[src/rtl/ps2_rx_fifo.sv]
// PS/2 device-to-host receiver sampled in the clk domain: synchronised and glitch-filtered
// SCL, start/parity/stop checking, and a first-word-fall-through receive FIFO.
module ps2_rx_fifo #(
  parameter int DATA_BITS   = 8,
  parameter int PARITY_EN   = 1,
  parameter int PARITY_ODD  = 1,
  parameter int FILT_LEN    = 4,
  parameter int TIMEOUT_CYC = 5000,
  parameter int FIFO_DEPTH  = 8
) (
  input  logic                            clk,
  input  logic                            rst,
  input  logic                            SCL,
  input  logic                            SDA,
  output logic [DATA_BITS-1:0]            data_out,
  output logic                            data_valid,
  input  logic                            data_ready,
  output logic [$clog2(FIFO_DEPTH+1)-1:0] fifo_count,
  output logic                            parity_err,
  output logic                            frame_err,
  output logic                            overflow
);
  localparam int BW = $clog2(DATA_BITS + 1);
  localparam int TW = $clog2(TIMEOUT_CYC + 1);
  localparam int AW = $clog2(FIFO_DEPTH);
  localparam int CW = $clog2(FIFO_DEPTH + 1);
  localparam logic [BW-1:0] BIT_LAST = BW'(DATA_BITS - 1);
  localparam logic [TW-1:0] TO_MAX   = TW'(TIMEOUT_CYC);
  localparam logic [3:0]    FILT_MAX = 4'(FILT_LEN - 1);
  localparam logic [CW-1:0] DEPTH_C  = CW'(FIFO_DEPTH);

  typedef enum logic [1:0] {IDLE, DATA, PAR, STOP} state_t;

  logic [1:0]           scl_sync_reg, sda_sync_reg;
  logic                 scl_s, sda_s;
  logic                 fscl_reg;
  logic [3:0]           filt_cnt_reg;
  logic                 sample_evt;
  state_t               state_reg, state_next;
  logic [BW-1:0]        bit_cnt_reg, bit_cnt_next;
  logic [DATA_BITS-1:0] shreg_reg, shreg_next;
  logic                 par_bit_reg, par_bit_next;
  logic [TW-1:0]        to_cnt_reg;
  logic                 timeout, par_ok;
  logic                 push_req, perr_next, ferr_next;

  logic [DATA_BITS-1:0] mem [FIFO_DEPTH];
  logic [AW-1:0]        wr_ptr_reg, rd_ptr_reg;
  logic [CW-1:0]        count_reg;
  logic                 full, pop, push_ok;

  always_ff @(posedge clk) begin
    if (rst) begin
      scl_sync_reg <= 2'b11;
      sda_sync_reg <= 2'b11;
    end else begin
      scl_sync_reg <= {scl_sync_reg[0], SCL};
      sda_sync_reg <= {sda_sync_reg[0], SDA};
    end
  end

  assign scl_s = scl_sync_reg[1];
  assign sda_s = sda_sync_reg[1];

  // fscl follows scl_s only after FILT_LEN consecutive disagreeing samples
  always_ff @(posedge clk) begin
    if (rst) begin
      fscl_reg     <= 1'b1;
      filt_cnt_reg <= '0;
    end else if (scl_s == fscl_reg) begin
      filt_cnt_reg <= '0;
    end else if (filt_cnt_reg == FILT_MAX) begin
      fscl_reg     <= scl_s;
      filt_cnt_reg <= '0;
    end else begin
      filt_cnt_reg <= filt_cnt_reg + 4'd1;
    end
  end

  assign sample_evt = fscl_reg && !scl_s && (filt_cnt_reg == FILT_MAX);
  assign timeout    = (state_reg != IDLE) && (to_cnt_reg == TO_MAX);
  assign par_ok     = (PARITY_EN == 0) || ((^shreg_reg ^ par_bit_reg) == 1'(PARITY_ODD));

  always_ff @(posedge clk) begin
    if (rst) begin
      state_reg   <= IDLE;
      bit_cnt_reg <= '0;
      shreg_reg   <= '0;
      par_bit_reg <= 1'b0;
      to_cnt_reg  <= '0;
    end else begin
      state_reg   <= state_next;
      bit_cnt_reg <= bit_cnt_next;
      shreg_reg   <= shreg_next;
      par_bit_reg <= par_bit_next;
      if (state_reg == IDLE || sample_evt || timeout)
        to_cnt_reg <= '0;
      else
        to_cnt_reg <= to_cnt_reg + TW'(1);
    end
  end

  // Timeout takes priority over a coincident sample event
  always_comb begin
    state_next   = state_reg;
    bit_cnt_next = bit_cnt_reg;
    shreg_next   = shreg_reg;
    par_bit_next = par_bit_reg;
    push_req     = 1'b0;
    perr_next    = 1'b0;
    ferr_next    = 1'b0;
    if (timeout) begin
      state_next = IDLE;
      ferr_next  = 1'b1;
    end else if (sample_evt) begin
      case (state_reg)
        IDLE: begin
          if (!sda_s) begin
            state_next   = DATA;
            bit_cnt_next = '0;
          end
        end
        DATA: begin
          shreg_next   = {sda_s, shreg_reg[DATA_BITS-1:1]};
          bit_cnt_next = bit_cnt_reg + BW'(1);
          if (bit_cnt_reg == BIT_LAST)
            state_next = (PARITY_EN != 0) ? PAR : STOP;
        end
        PAR: begin
          par_bit_next = sda_s;
          state_next   = STOP;
        end
        STOP: begin
          if (!sda_s)
            ferr_next = 1'b1;
          else if (!par_ok)
            perr_next = 1'b1;
          else
            push_req = 1'b1;
          state_next = IDLE;
        end
        default: state_next = IDLE;
      endcase
    end
  end

  assign data_valid = (count_reg != '0);
  assign full       = (count_reg == DEPTH_C);
  assign pop        = data_valid && data_ready;
  assign push_ok    = push_req && (!full || pop);
  assign data_out   = data_valid ? mem[rd_ptr_reg] : '0;
  assign fifo_count = count_reg;

  always_ff @(posedge clk) begin
    if (push_ok)
      mem[wr_ptr_reg] <= shreg_reg;
  end

  always_ff @(posedge clk) begin
    if (rst) begin
      wr_ptr_reg <= '0;
      rd_ptr_reg <= '0;
      count_reg  <= '0;
      parity_err <= 1'b0;
      frame_err  <= 1'b0;
      overflow   <= 1'b0;
    end else begin
      if (push_ok) wr_ptr_reg <= wr_ptr_reg + AW'(1);
      if (pop)     rd_ptr_reg <= rd_ptr_reg + AW'(1);
      case ({push_ok, pop})
        2'b10:   count_reg <= count_reg + CW'(1);
        2'b01:   count_reg <= count_reg - CW'(1);
        default: count_reg <= count_reg;
      endcase
      parity_err <= perr_next;
      frame_err  <= ferr_next;
      overflow   <= push_req && full && !pop;
    end
  end

endmodule
[config.mk]
export PLATFORM = sky130hd
export DESIGN_NAME = ps2_rx_fifo
export DESIGN_NICKNAME = d
export VERILOG_FILES = /design/src/rtl/ps2_rx_fifo.sv
export SDC_FILE = /design/constraint.sdc
export NUM_CORES = 1
export LEC_CHECK = 0
export ABC_AREA = 0
export BUFFER_PORTS_ARGS = -buffer_cell sky130_fd_sc_hd__buf_4
export CORE_UTILIZATION = 34
export CTS_CLUSTER_SIZE = 40
export DETAILED_ROUTE_END_ITERATION = 10
export GPL_TIMING_DRIVEN = 1
export PLACE_DENSITY = 0.5
export SLEW_MARGIN = 0
export SYNTH_ARGS = -nofsm -noshare
export SYNTH_HDL_FRONTEND = slang
export SYNTH_SLANG_ARGS = --single-unit
export TNS_END_PERCENT = 100
[constraint.sdc]
create_clock -name clk -period 3.1 [get_ports clk]
set_clock_uncertainty 0.05 [all_clocks]
set_input_delay 0 -clock clk [delete_from_list [all_inputs] [get_ports clk]]
set_output_delay 0 -clock clk [all_outputs]
set_load 0.005 [all_outputs]
== Yosys cells after proc, flatten, opt, wreduce, memory -nomap -nowiden ==
Memory sizes are Yosys's and may differ from the RTL's. A register that Yosys moved wholly into a read port is not among the register bits.
Cells that the tools add are included.
Cells by class
  $add $sub $neg: 7
  equal/unequal tests: 12
  multiplexer cells: 21
  bitwise gates (word level): 6
  reductions and logical operators: 28
Operators by type and width (count)
  $pmux W4 S2: 2
  $add A13 B1 Y13 const B: 1
  $eq A13 B13 Y1 const B: 1
  $add A4 B1 Y4 const B: 3
  $mux W1: 12
  $reduce_and A3 Y1: 3
  $mux W8: 1
  $pmux W2 S4: 1
  $reduce_xor A8 Y1: 1
  $logic_and A1 B1 Y1: 7
  $add A3 B1 Y3 const B: 2
  $eq A2 B2 Y1 const B: 3
  $mux W3: 2
  $reduce_bool A2 Y1: 3
  $not A1 Y1: 5
  $reduce_or A5 Y1: 1
  $eq A2 B1 Y1 const B: 2
  $eq A4 B2 Y1 const B: 1
  $eq A4 B3 Y1 const B: 1
  $eq A4 B4 Y1 const B: 1
  $mux W2: 2
  $mux W4: 1
  $ne A2 B2 Y1 const B: 2
  $reduce_and A4 Y1: 1
  other kinds (10): 15
Storage, ports and cells
  register bits after elaboration: 50
  bits in writable memories: 64
  bits of input ports: 5
  memories: 1
Memories
  mem: depth 8, bits a word 8, rd ports 1, clocked after memory_dff 1, wr ports 1, line 47  | logic [DATA_BITS-1:0] mem [FIFO_DEPTH];

== Logic depth before layout (Yosys ltp) ==
Gate-level depths: netlist (run 1).
  word-level depth: 10
  depth in mapped cells: 13
  gate-level depth less buffers: 13

== Least setup slack after synthesis (run 1) ==
Ideal clock, no wire load.
  path type: reg2reg
  start: reg state_reg[0]
  end: reg count_reg[3] (netlist: fifo_count[3])
  data arrival time: 2834 ps
  data required time: 2929 ps
  path slack: 95 ps
  stages on the path, launching flop included: 13
  cells stage by stage: dfxtp_1 inv_1 ha_1 or3b_2 nor4_4 o21ai_0 inv_1 ha_1 a21o_1 a21oi_1 nor2_1 a22oi_1 mux2_2
On the way
  word-level cells in the longest chain between the ends: 7
  elaborated cells between the ends (all ways): 11
  those cells by class: eq/ne (3); mux (4); reduce/logical (4)
Ends and longest elaborated chain
  start, declared: line 39  | state_t state_reg, state_next;
  start signal, assigned: line 92  | state_reg <= state_next;
  $eq A2 B2 Y1: line 116  | case (state_reg)
  $mux W1: line 116
  $mux W1: line 115  | end else if (sample_evt) begin
  $mux W1 (*): line 112  | if (timeout) begin
  $logic_and A1 B1 Y1 (*): line 150  | assign push_ok = push_req && (!full || pop);
  $eq A2 B1 Y1 / $eq A2 B2 Y1 (equally long branches): line 170  | case ({push_ok, pop})
  $pmux W4 S2 / $reduce_bool A2 Y1 (equally long branches)
  end signal, assigned: line 171  | 2'b10: count_reg <= count_reg + CW'(1);
  end signal, assigned: line 172  | 2'b01: count_reg <= count_reg - CW'(1);
  end signal, assigned: line 173  | default: count_reg <= count_reg;
  end, declared: line 49  | logic [CW-1:0] count_reg;
Every way passes the cells marked *; elsewhere a longest branch is shown, timed or not.
A chain may end at the register's enable or synchronous reset.

== Worst setup path in the final report (run 1) ==
  start: reg shreg_reg[1]
  end: reg count_reg[3] (netlist: fifo_count[3])
On the way
  word-level cells in the longest chain between the ends: 10
  elaborated cells between the ends (all ways): 12
  those cells by class: eq/ne (2); mux (6); bitwise (1); reduce/logical (3)
Ends and longest elaborated chain
  start, declared: line 41  | logic [DATA_BITS-1:0] shreg_reg, shreg_next;
  start signal, assigned: line 94  | shreg_reg <= shreg_next;
  $reduce_xor A8 Y1 (*): line 82  | assign par_ok = (PARITY_EN == 0) || ((^shreg_reg ^ par_bit_reg) == 1'(PARITY_ODD));
  $xor A1 B1 Y1 (*): line 82
  $mux W1 (*): line 136  | else if (!par_ok)
  $mux W1 (*): line 134  | if (!sda_s)
  $mux W1 (*): line 116
  $mux W1 (*): line 115
  $mux W1 (*): line 112
  $logic_and A1 B1 Y1 (*): line 150
  $eq A2 B1 Y1 / $eq A2 B2 Y1 (equally long branches): line 170
  $pmux W4 S2 / $reduce_bool A2 Y1 (equally long branches)
Marked as above.

==> metrics, run 1 <==
status finished clean; worst skew pair latency 410 ps; CTS Buf Count 17; Tmin final 2850 ps; Area Overhead vs Synth 21.9%; Max clock buf depth 2; total gr overflow 0; CTS H-tree lvls 4; most numerous cell in the Yosys netlist edfxtp_1; Layout Nets 450; setup TNS 0 ps; largest net degree at the start of global routing 37; Net Sw Frac 21.8%; Avg Inst Size Synth 12.9 sq um; switching power 0.000802 W; CTS tree yes; Core Util, Final 42.7%; DRT Pass-1 Iters 4; Fmax 0.351 GHz; Total Die Area 14900 sq um; cells taking the most area after synthesis edfxtp_1 (39%), dfxtp_1 (22%), mux4_2 (7.3%); EDFF count, synth 64; PortBufs 20; Slew @ Worst Pin 966 ps; Synth top area share 39.2%; FP Rows 43; vias per cell 4.68; CP Max Fanout 4; CP Data Required Time 3340 ps; Worst setup EP type register; crit path kind reg -> reg; DR vias 2921; gr usage total 14.3%; initial drt markers 214; fraction of registers with async set/reset 0%; Max-slew headroom 35.4%; Syn Inst Count 379; vias in the first global route 3061; final period utilization 91.8%; Reg clk slew, reported paths 50 ps; net count after synthesis 398; YS warnings 0; Ant. Diodes 0; dpl hpwl 6020 um; routed len/inst 14.8 um; Largest register FFs 64; share of cells above drive strength 1 24.5%; I/O pin total 21; clock sink total 117; combinational group share of total power 7.4%; clock share of power 47.8%; Die X 122 um; Die H 122 um; Synth Flop Type edfxtp_1; first-pass GRT wire length 15600 um; IR drop worst, VDD 0.602 mV; Internal Dissipation 0.00288 W; DRC viols 0; pwr dens 616 nW/um^2; leak pwr 2.13 nW; # Max-Cap Violations 0; ANT nets after route 0; Initial Utilization 35.1%; cell taking the most area after synthesis edfxtp_1; final WL 9250 um; startpoint types register; Synth top cells by count edfxtp_1 (64), dfxtp_1 (53), nor2_1 (44), nand2_1 (28), a21oi_1 (18); #FFs+latches synth 117; Seq/Total Area, Yosys 60.8%; RSZ-0062 raised after global routing no; Setup Fix Bufs, Post-CTS 0; Final Hold Viols 0; initial antenna violation count 0; WP data arrival 3090 ps; final setup vio count 0; root buf cell clkbuf_16; Synth cell types 49; core area 14000 sq um; sequential group share of total power 44.8%; RD Place Congestion 0.771; Pins Over Slew Limit 0; synthesized cell area 4910 sq um; worst min path class in -> reg
cell type report:
| type | count | area (sq um) |
|---|---|---|
| inverter | 14 | 52.6 |
| sequential | 117 | 2980 |
| multi-input combinational | 233 | 1820 |
| timing repair buffer | 48 | 370 |
| fill | 1310 | 8010 |
| tap | 180 | 225 |
| clock buffer | 22 | 444 |
| clock inverter | 10 | 87.6 |
per-layer routing:
metal / vias up / GRT usage (%) / wire (um)
li1: 1469 / - / -
met1: 1404 / 17.9 / 4440
met2: 37 / 22.6 / 4380
met3: 11 / 4.21 / 299
met4: 0 / 6.63 / 136
met5: - / 0 / 0
power by group through the flow:
stage	registers (W)	clock network, W	logic (W)
6_report	0.00165	0.00176	0.000272
5_1_grt	0.00165	0.00187	0.000302
4_1_cts	0.00165	0.00181	0.000279
3_5_place_dp	0.00168	0	0.000274
3_3_place_gp	0.00168	0	0.000274
2_1_floorplan	0.00168	0	0.000191
what timing repair did:
| item | 4_1_cts | 5_1_grt |
|---|---|---|
| resized for setup | 0 | 1 |
| endpoints found under the setup margin | 0 | 1 |
| hold endpoints to repair | 25 | 0 |
| hold buffers | 4 | 0 |
stage by stage:
step                setup WS [ps]  cells  instance area, sq um  total power, W  hold slack (ps)
floorplan                    95.5    379                  4910         0.00187             53.8
global placement              196    588                  5410         0.00195              137
detailed placement            213    588                  5410         0.00196              140
CTS                           191    624                  5980         0.00374              251
global route                 26.0    624                  5980         0.00382              264
finish                        253    624                  5980         0.00368              273
path summary, 6_finish.rpt:
path / from / to / slack, ps / cells after the start
worst max register to register: shreg_reg[1] / fifo_count[3] / 250 / 12
worst max-delay path: shreg_reg[1] / fifo_count[3] / 250 / 12
worst min-delay path: SDA / sda_sync_reg[0] / 270 / 3
worst min register to register: sda_sync_reg[0] / sda_sync_reg[1] / 360 / 1
cell usage in the layout (no fill, tap or decap), drive strengths merged, types with 3 or more instances in the layout:
cell type,instances
edfxtp,64
dlygate4sd3,4
nor3b,4
o21ai,5
xnor2,9
nor3,5
clkbuf,22
or2,5
clkinvlp,3
and3,3
buf,44
ha,13
mux2i,11
a21oi,19
or3,6
nor4,3
nand2,28
nand3,17
mux4,16
nor2,44
nand3b,4
nor2b,6
clkinv,6
dfxtp,53
xor2,12
inv,14
mux2,4
logic make-up after synthesis:
| kind of cell | Yosys count | synth area share (%) |
|---|---|---|
| simple gates | 137 | 14.7 |
| flops | 117 | 60.8 |
| mux | 31 | 10.5 |
| compound gates | 29 | 3.47 |
| buf+inv | 29 | 2.45 |
| xor+xnor | 22 | 4.36 |
| fa+ha+maj | 14 | 3.72 |
worst max-delay path, cell delays in order (launching register included):
cell and delay, ps:
dfxtp_1 320, xnor2_1 160, xnor3_1 450, xnor2_2 240, nand2_1 100, o21ai_1 150
inv_1 80, buf_4 150, ha_1 300, a21oi_1 170, nor2_1 60, a22oi_1 150
mux2_2 350
Note: power is estimated with default switching activity, not from simulation.
==> inputs of run 2 (changes only) <==
--- a/config.mk
+++ b/config.mk
@@ -5,7 +5,7 @@
 export SDC_FILE = /design/constraint.sdc
 export NUM_CORES = 1
 export LEC_CHECK = 0
-export ABC_AREA = 0
+export ABC_AREA = 1
 export BUFFER_PORTS_ARGS = -buffer_cell sky130_fd_sc_hd__buf_4
 export CORE_UTILIZATION = 34
 export CTS_CLUSTER_SIZE = 40
==> metrics, run 2 <==
EDFF count, synth 64 (unchanged); initial drt markers 292 (was 214); Layout Nets 579 (was 450); Area Overhead vs Synth 20.4% (was 21.9%); CP Max Fanout 7 (was 4); net count after synthesis 533 (was 398); DRT Pass-1 Iters 4 (unchanged); most numerous cell in the Yosys netlist nor2_1 (was edfxtp_1); Worst setup EP type register (unchanged); Synth top cells by count nor2_1 (72), edfxtp_1 (64), inv_1 (58), o21ai_0 (58), dfxtp_1 (53) (was edfxtp_1 (64), dfxtp_1 (53), nor2_1 (44), nand2_1 (28), a21oi_1 (18)); core area 14100 sq um (was 14000 sq um); ANT nets after route 0 (unchanged); Max clock buf depth 2 (unchanged); DRC viols 0 (unchanged); Die H 123 um (was 122 um); share of cells above drive strength 1 13.8% (was 24.5%); startpoint types register (unchanged); Final Hold Viols 0 (unchanged); most frequent cells in the layout nor2_1 (72), edfxtp_1 (64), inv_1 (58), o21ai_0 (58), dfxtp_1 (53) (was edfxtp_1 (64), dfxtp_1 (53), nor2_1 (44), buf_4 (44), nand2_1 (28)); Core Util, Final 42.5% (was 42.7%); Seq/Total Area, Yosys 59.9% (was 60.8%); initial antenna violation count 0 (unchanged); cells taking the most area after synthesis edfxtp_1 (39%), dfxtp_1 (21%), o21ai_0 (5.8%) (was edfxtp_1 (39%), dfxtp_1 (22%), mux4_2 (7.3%)); Synth cell types 38 (was 49); gr usage total 15.1% (was 14.3%); synthesized cell area 4980 sq um (was 4910 sq um); crit path kind reg -> reg (unchanged); Fmax 0.371 GHz (was 0.351 GHz); PortBufs 20 (unchanged); largest net degree at the start of global routing 33 (was 37); routed len/inst 13.8 um (was 14.8 um); CTS tree yes (unchanged); Max-slew headroom 44.6% (was 35.4%); CP Data Required Time 3360 ps (was 3340 ps); total gr overflow 0 (unchanged); worst skew pair latency 410 ps (about the same); YS warnings 0 (unchanged); Initial Utilization 35.3% (was 35.1%); worst min path class reg -> reg (was in -> reg); setup TNS 0 ps (unchanged); Synth top area share 38.6% (was 39.2%); RD Place Congestion 0.767 (was 0.771); Synth Flop Type edfxtp_1 (unchanged); #FFs+latches synth 117 (unchanged); dpl hpwl 6800 um (was 6020 um); WP data arrival 2950 ps (was 3090 ps); FP Rows 43 (unchanged); Slew @ Worst Pin 830 ps (was 966 ps); most common cell after layout, fill and taps aside nor2_1 (was edfxtp_1); root buf cell clkbuf_16 (unchanged); CTS Buf Count 17 (unchanged); I/O pin total 21 (unchanged); Ant. Diodes 0 (unchanged); worst hold slack 359 ps (was 273 ps); DR vias 3588 (was 2921); final setup vio count 0 (unchanged); vias per cell 4.76 (was 4.68); fraction of registers with async set/reset 0% (unchanged); cell taking the most area after synthesis edfxtp_1 (unchanged); Pins Over Slew Limit 0 (unchanged); Reg clk slew, reported paths 50 ps (about the same); Total Die Area 15100 sq um (was 14900 sq um); first-pass GRT wire length 16800 um (was 15600 um); Syn Inst Count 514 (was 379); IR drop worst, VDD 0.374 mV (was 0.602 mV); CTS-repair resized insts 0 (unchanged); # Max-Cap Violations 0 (unchanged); clock sink total 117 (unchanged); Tmin final 2700 ps (was 2850 ps); Largest register FFs 64 (unchanged); fillers 1374 (was 1310); RSZ-0062 raised after global routing no (unchanged); Avg Inst Size Synth 9.68 sq um (was 12.9 sq um); Die X 123 um (was 122 um); vias in the first global route 3512 (was 3061); pwr dens 745 nW/um^2 (was 616 nW/um^2); final WL 10400 um (was 9250 um); status finished clean (unchanged); leak pwr 2.36 nW (was 2.13 nW); CTS H-tree lvls 4 (unchanged); final period utilization 86.9% (was 91.8%)
## run 2: changes by cell type after synthesis, moves of 14 or more
cell     change
mux4_2      -16
a21oi_1     +14
nor2_1      +28
nand2_1     +22
inv_1       +44
o21ai_0     +53
## run 2: final cells by class
type	count	area [sq um]	share of cell area, %
Clock buffer	21	440	7.35
Clock inverter	11	86.3	1.44
Inverter	60	225	3.76
Multi-Input combinational cell	324	1720	28.6
Sequential cell	117	2980	49.8
Tap cell	180	225	3.76
Timing Repair Buffer	40	315	5.26
## run 2: worst paths after layout
kind | startpoint | end | slack [ps] | cells past startpoint
worst max register to register | state_reg[0] | fifo_count[3] | 400 | 18
worst min register to register | scl_sync_reg[0] | scl_sync_reg[1] | 360 | 1
worst max-delay path | state_reg[0] | fifo_count[3] | 400 | 18
worst min-delay path | scl_sync_reg[0] | scl_sync_reg[1] | 360 | 1
## run 2: cells by family after synthesis
| logic type | Yosys count | synth area share [%] |
|---|---|---|
| AOI/OAI and AO/OA | 115 | 12.4 |
| xor gates and xnor gates | 4 | 0.704 |
| adders and majority gates | 14 | 3.67 |
| buffers and inverters | 73 | 5.56 |
| DFF | 117 | 59.9 |
| and+or+nand+nor | 191 | 17.7 |
## run 2: power breakdown
group | internal (W) | leakage [nW] | switching, W | total (W)
Clock | 0.00108 | 0.249 | 0.000653 | 0.00174
Sequential | 0.00168 | 1.17 | 0.0000486 | 0.00172
Combinational | 0.000384 | 0.934 | 0.000618 | 0.00100
## run 2: metrics by stage
step | power (W) | cells | cell area, sq um | setup WS [ps]
finish | 0.00446 | 753 | 5990 | 405
detailed placement | 0.00277 | 715 | 5410 | 429
CTS | 0.00453 | 753 | 5990 | 424
floorplan | 0.00240 | 514 | 4980 | 615
global placement | 0.00277 | 715 | 5410 | 544
global route | 0.00472 | 753 | 5990 | 61.8
## run 2: layer usage
layer / GRT usage (%) / share of wire, %
met2: 26.2 / 50
met3: 4.98 / 3.3
met1: 17.1 / 46
met5: 0 / 0
met4: 6.10 / 0.42
## run 2: critical path: stages (launching register included)
cell     delay [ps]
dfxtp_1         350
inv_1            80
ha_1            240
inv_1            90
nand4_1          80
nor2_1          120
nand4_2         170
nand2_2         140
inv_1            40
nand2_1          90
nand2_2         110
inv_1           130
ha_1            270
nand2_1          80
nand2_1          50
a31oi_1         180
nand2_1         100
a21oi_1         150
nor2_1           60
## run 2: what timing repair did
item / 4_1_cts / 5_1_grt
hold buffers: 6 / 0
endpoints found under the hold margin: 14 / 0
setup buffers: 0 / 0
==> inputs of run 3 (changes only) <==
--- a/config.mk
+++ b/config.mk
@@ -5,7 +5,6 @@
 export SDC_FILE = /design/constraint.sdc
 export NUM_CORES = 1
 export LEC_CHECK = 0
-export ABC_AREA = 1
 export BUFFER_PORTS_ARGS = -buffer_cell sky130_fd_sc_hd__buf_4
 export CORE_UTILIZATION = 34
 export CTS_CLUSTER_SIZE = 40
==> constraint.sdc (replaced) <==
create_clock -name clk -period 3.1 [get_ports clk]
set_clock_uncertainty 0.05 [all_clocks]
set_input_delay 0 -clock clk [delete_from_list [all_inputs] [get_ports clk]]
set_output_delay 0 -clock clk [all_outputs]
set_load 0.1 [all_outputs]
==> metrics, run 3 (synthesized netlist as in run 1, its figures left out) <==
status finished clean (unchanged); worst min path class in -> reg (was reg -> reg); largest net degree at the start of global routing 37 (was 33); Final Power 0.00399 W (was 0.00446 W); Reg2Reg Depth 12 (was 18); vias in the first global route 3004 (was 3512); fillers 1316 (was 1374); initial antenna violation count 0 (unchanged); Sequential cell area 2990 sq um (was 2980 sq um); sequential group share of total power 41.4% (was 38.6%); final period utilization 93.9% (was 86.9%); Layout Nets 448 (was 579); DRT Pass-1 Iters 4 (unchanged); PortBufs 20 (unchanged); vias per cell 4.76 (about the same); Total Die Area 14900 sq um (was 15100 sq um); R2R setup slack 190 ps (was 400 ps); dpl hpwl 6040 um (was 6800 um); CTS Buf Count 17 (unchanged); # Max-Cap Violations 0 (unchanged); Reg clk slew, reported paths 50 ps (about the same); CTS H-tree lvls 4 (unchanged); Worst setup EP type register (unchanged); combinational group share of total power 10.6% (was 22.4%); Post-DP Area 5410 sq um (unchanged); Setup Fix Bufs, Post-CTS 0 (unchanged); DR vias 2963 (was 3588); RSZ-0062 raised after global routing no (unchanged); Die H 122 um (was 123 um); Initial Utilization 35.1% (was 35.3%); DP Worst Slack 91.9 ps (was 429 ps); CP Data Required Time 3350 ps (was 3360 ps); initial drt markers 216 (was 292); WP data arrival 3160 ps (was 2950 ps); share of cells above drive strength 1 26.0% (was 13.8%); I/O pin total 21 (unchanged); final setup vio count 0 (unchanged); core area 14000 sq um (was 14100 sq um); clock share of power 48.1% (was 38.9%); DRC viols 0 (unchanged); ANT nets after route 0 (unchanged); Die X 122 um (was 123 um); Fmax 0.343 GHz (was 0.371 GHz); Internal Dissipation 0.00304 W (was 0.00314 W); Net Sw Frac 23.8% (was 29.6%); Multi-input gate area 1830 sq um (was 1720 sq um); worst skew pair latency 410 ps (about the same); WHS Path Cells 3 (was 1); first-pass GRT wire length 15100 um (was 16800 um); CP Max Fanout 5 (was 7); pwr dens 661 nW/um^2 (was 745 nW/um^2); FP Rows 43 (unchanged); routed len/inst 14.9 um (was 13.8 um); Ant. Diodes 0 (unchanged); crit path kind reg -> reg (unchanged); CTS tree yes (unchanged); R2R Path End fifo_count[3] (unchanged); final instance area 6040 sq um (was 5990 sq um); root buf cell clkbuf_16 (unchanged); Max clock buf depth 2 (unchanged); Final Hold Viols 0 (unchanged); most frequent cells in the layout edfxtp_1 (64), dfxtp_1 (50), nor2_1 (44) (was nor2_1 (72), edfxtp_1 (64), inv_1 (58), o21ai_0 (58), dfxtp_1 (53)); IR drop worst, VDD 0.362 mV (was 0.374 mV); hold worst-path end scl_sync_reg[0] (was scl_sync_reg[1]); Slew @ Worst Pin 952 ps (was 830 ps); Area Overhead vs Synth 23.0% (was 20.4%); RD Place Congestion 0.755 (was 0.767); Tmin final 2910 ps (was 2700 ps); min-delay src SCL (was scl_sync_reg[0]); Pins Over Slew Limit 0 (unchanged); total gr overflow 0 (unchanged); leak pwr 2.16 nW (was 2.36 nW); most common cell after layout, fill and taps aside edfxtp_1 (was nor2_1); gr usage total 14.1% (was 15.1%); Max-slew headroom 36.3% (was 44.6%); clock sink total 117 (unchanged); Largest register FFs 64 (unchanged); setup TNS 0 ps (unchanged); switching power 0.000950 W (was 0.00132 W); startpoint types register (unchanged); final setup margin 188 ps (was 405 ps); final WL 9300 um (was 10400 um); Worst R2R Start state_reg[0] (unchanged)
==> run 3: area by class of cell <==
cell class	count	area share [%]
Inverter	14	0.870
Multi-Input combinational cell	233	30.3
Clock inverter	15	2.69
Tap cell	180	3.73
Timing Repair Buffer	46	5.89
Clock buffer	17	7.05
Sequential cell	117	49.5
==> run 3: stage by stage <==
step / hold WS, ps / std cells / util, %
4_1_cts: 250 / 622 / 43.1
3_5_place_dp: 141 / 586 / 38.6
5_1_grt: 262 / 622 / 43.2
6_report: 267 / 622 / 43.2
3_3_place_gp: 137 / 586 / 38.6
2_1_floorplan: 53.8 / 379 / -
==> run 3: per-layer routing <==
metal	track usage, %	share of wire [%]	up-vias	routed length, um
met4	8.92	2.5	0	230
met3	3.79	3.0	21	276
met2	23.0	50	41	4630
met1	16.5	45	1439	4160
met5	0	0	-	0
li1	-	-	1462	-
==> run 3: power groups by stage <==
stage	Sequential (W)	Clock, W	Combinational, W
6_report	0.00165	0.00192	0.000421
5_1_grt	0.00165	0.00204	0.000453
4_1_cts	0.00165	0.00196	0.000430
3_5_place_dp	0.00168	0	0.000426
3_3_place_gp	0.00168	0	0.000423
2_1_floorplan	0.00170	0	0.000317
==> run 3: worst max-delay path by stage <==
| stage | from | endpoint | slack (ps) | cells past startpoint |
|---|---|---|---|---|
| 2_1_floorplan | fifo_count[2] | fifo_count[3] | 30 | 10 |
| 3_3_place_gp | shreg_reg[1] | fifo_count[3] | 180 | 12 |
| 3_5_place_dp | state_reg[0] | fifo_count[3] | 90 | 12 |
| 4_1_cts | state_reg[0] | fifo_count[3] | 80 | 12 |
| 5_1_grt | state_reg[0] | fifo_count[3] | 5 | 12 |
| 6_report | state_reg[0] | fifo_count[3] | 190 | 12 |
==> run 3: worst max-delay path: stages, from the launching register on <==
cell     delay (ps)
dfxtp_1         380
inv_1            90
ha_1            250
or3b_2          480
nor4_4          190
o21ai_1         130
inv_1           100
ha_1            230
a21o_1          190
a21oi_2         150
nor2_1           50
a22oi_1         180
mux2_2          350
==> run 3: repair_timing <==
item | CTS | global route
resized for setup | 0 | 2
hold endpoints to repair | 26 | 0
setup endpoints to repair | 0 | 1
hold buffers | 4 | 0
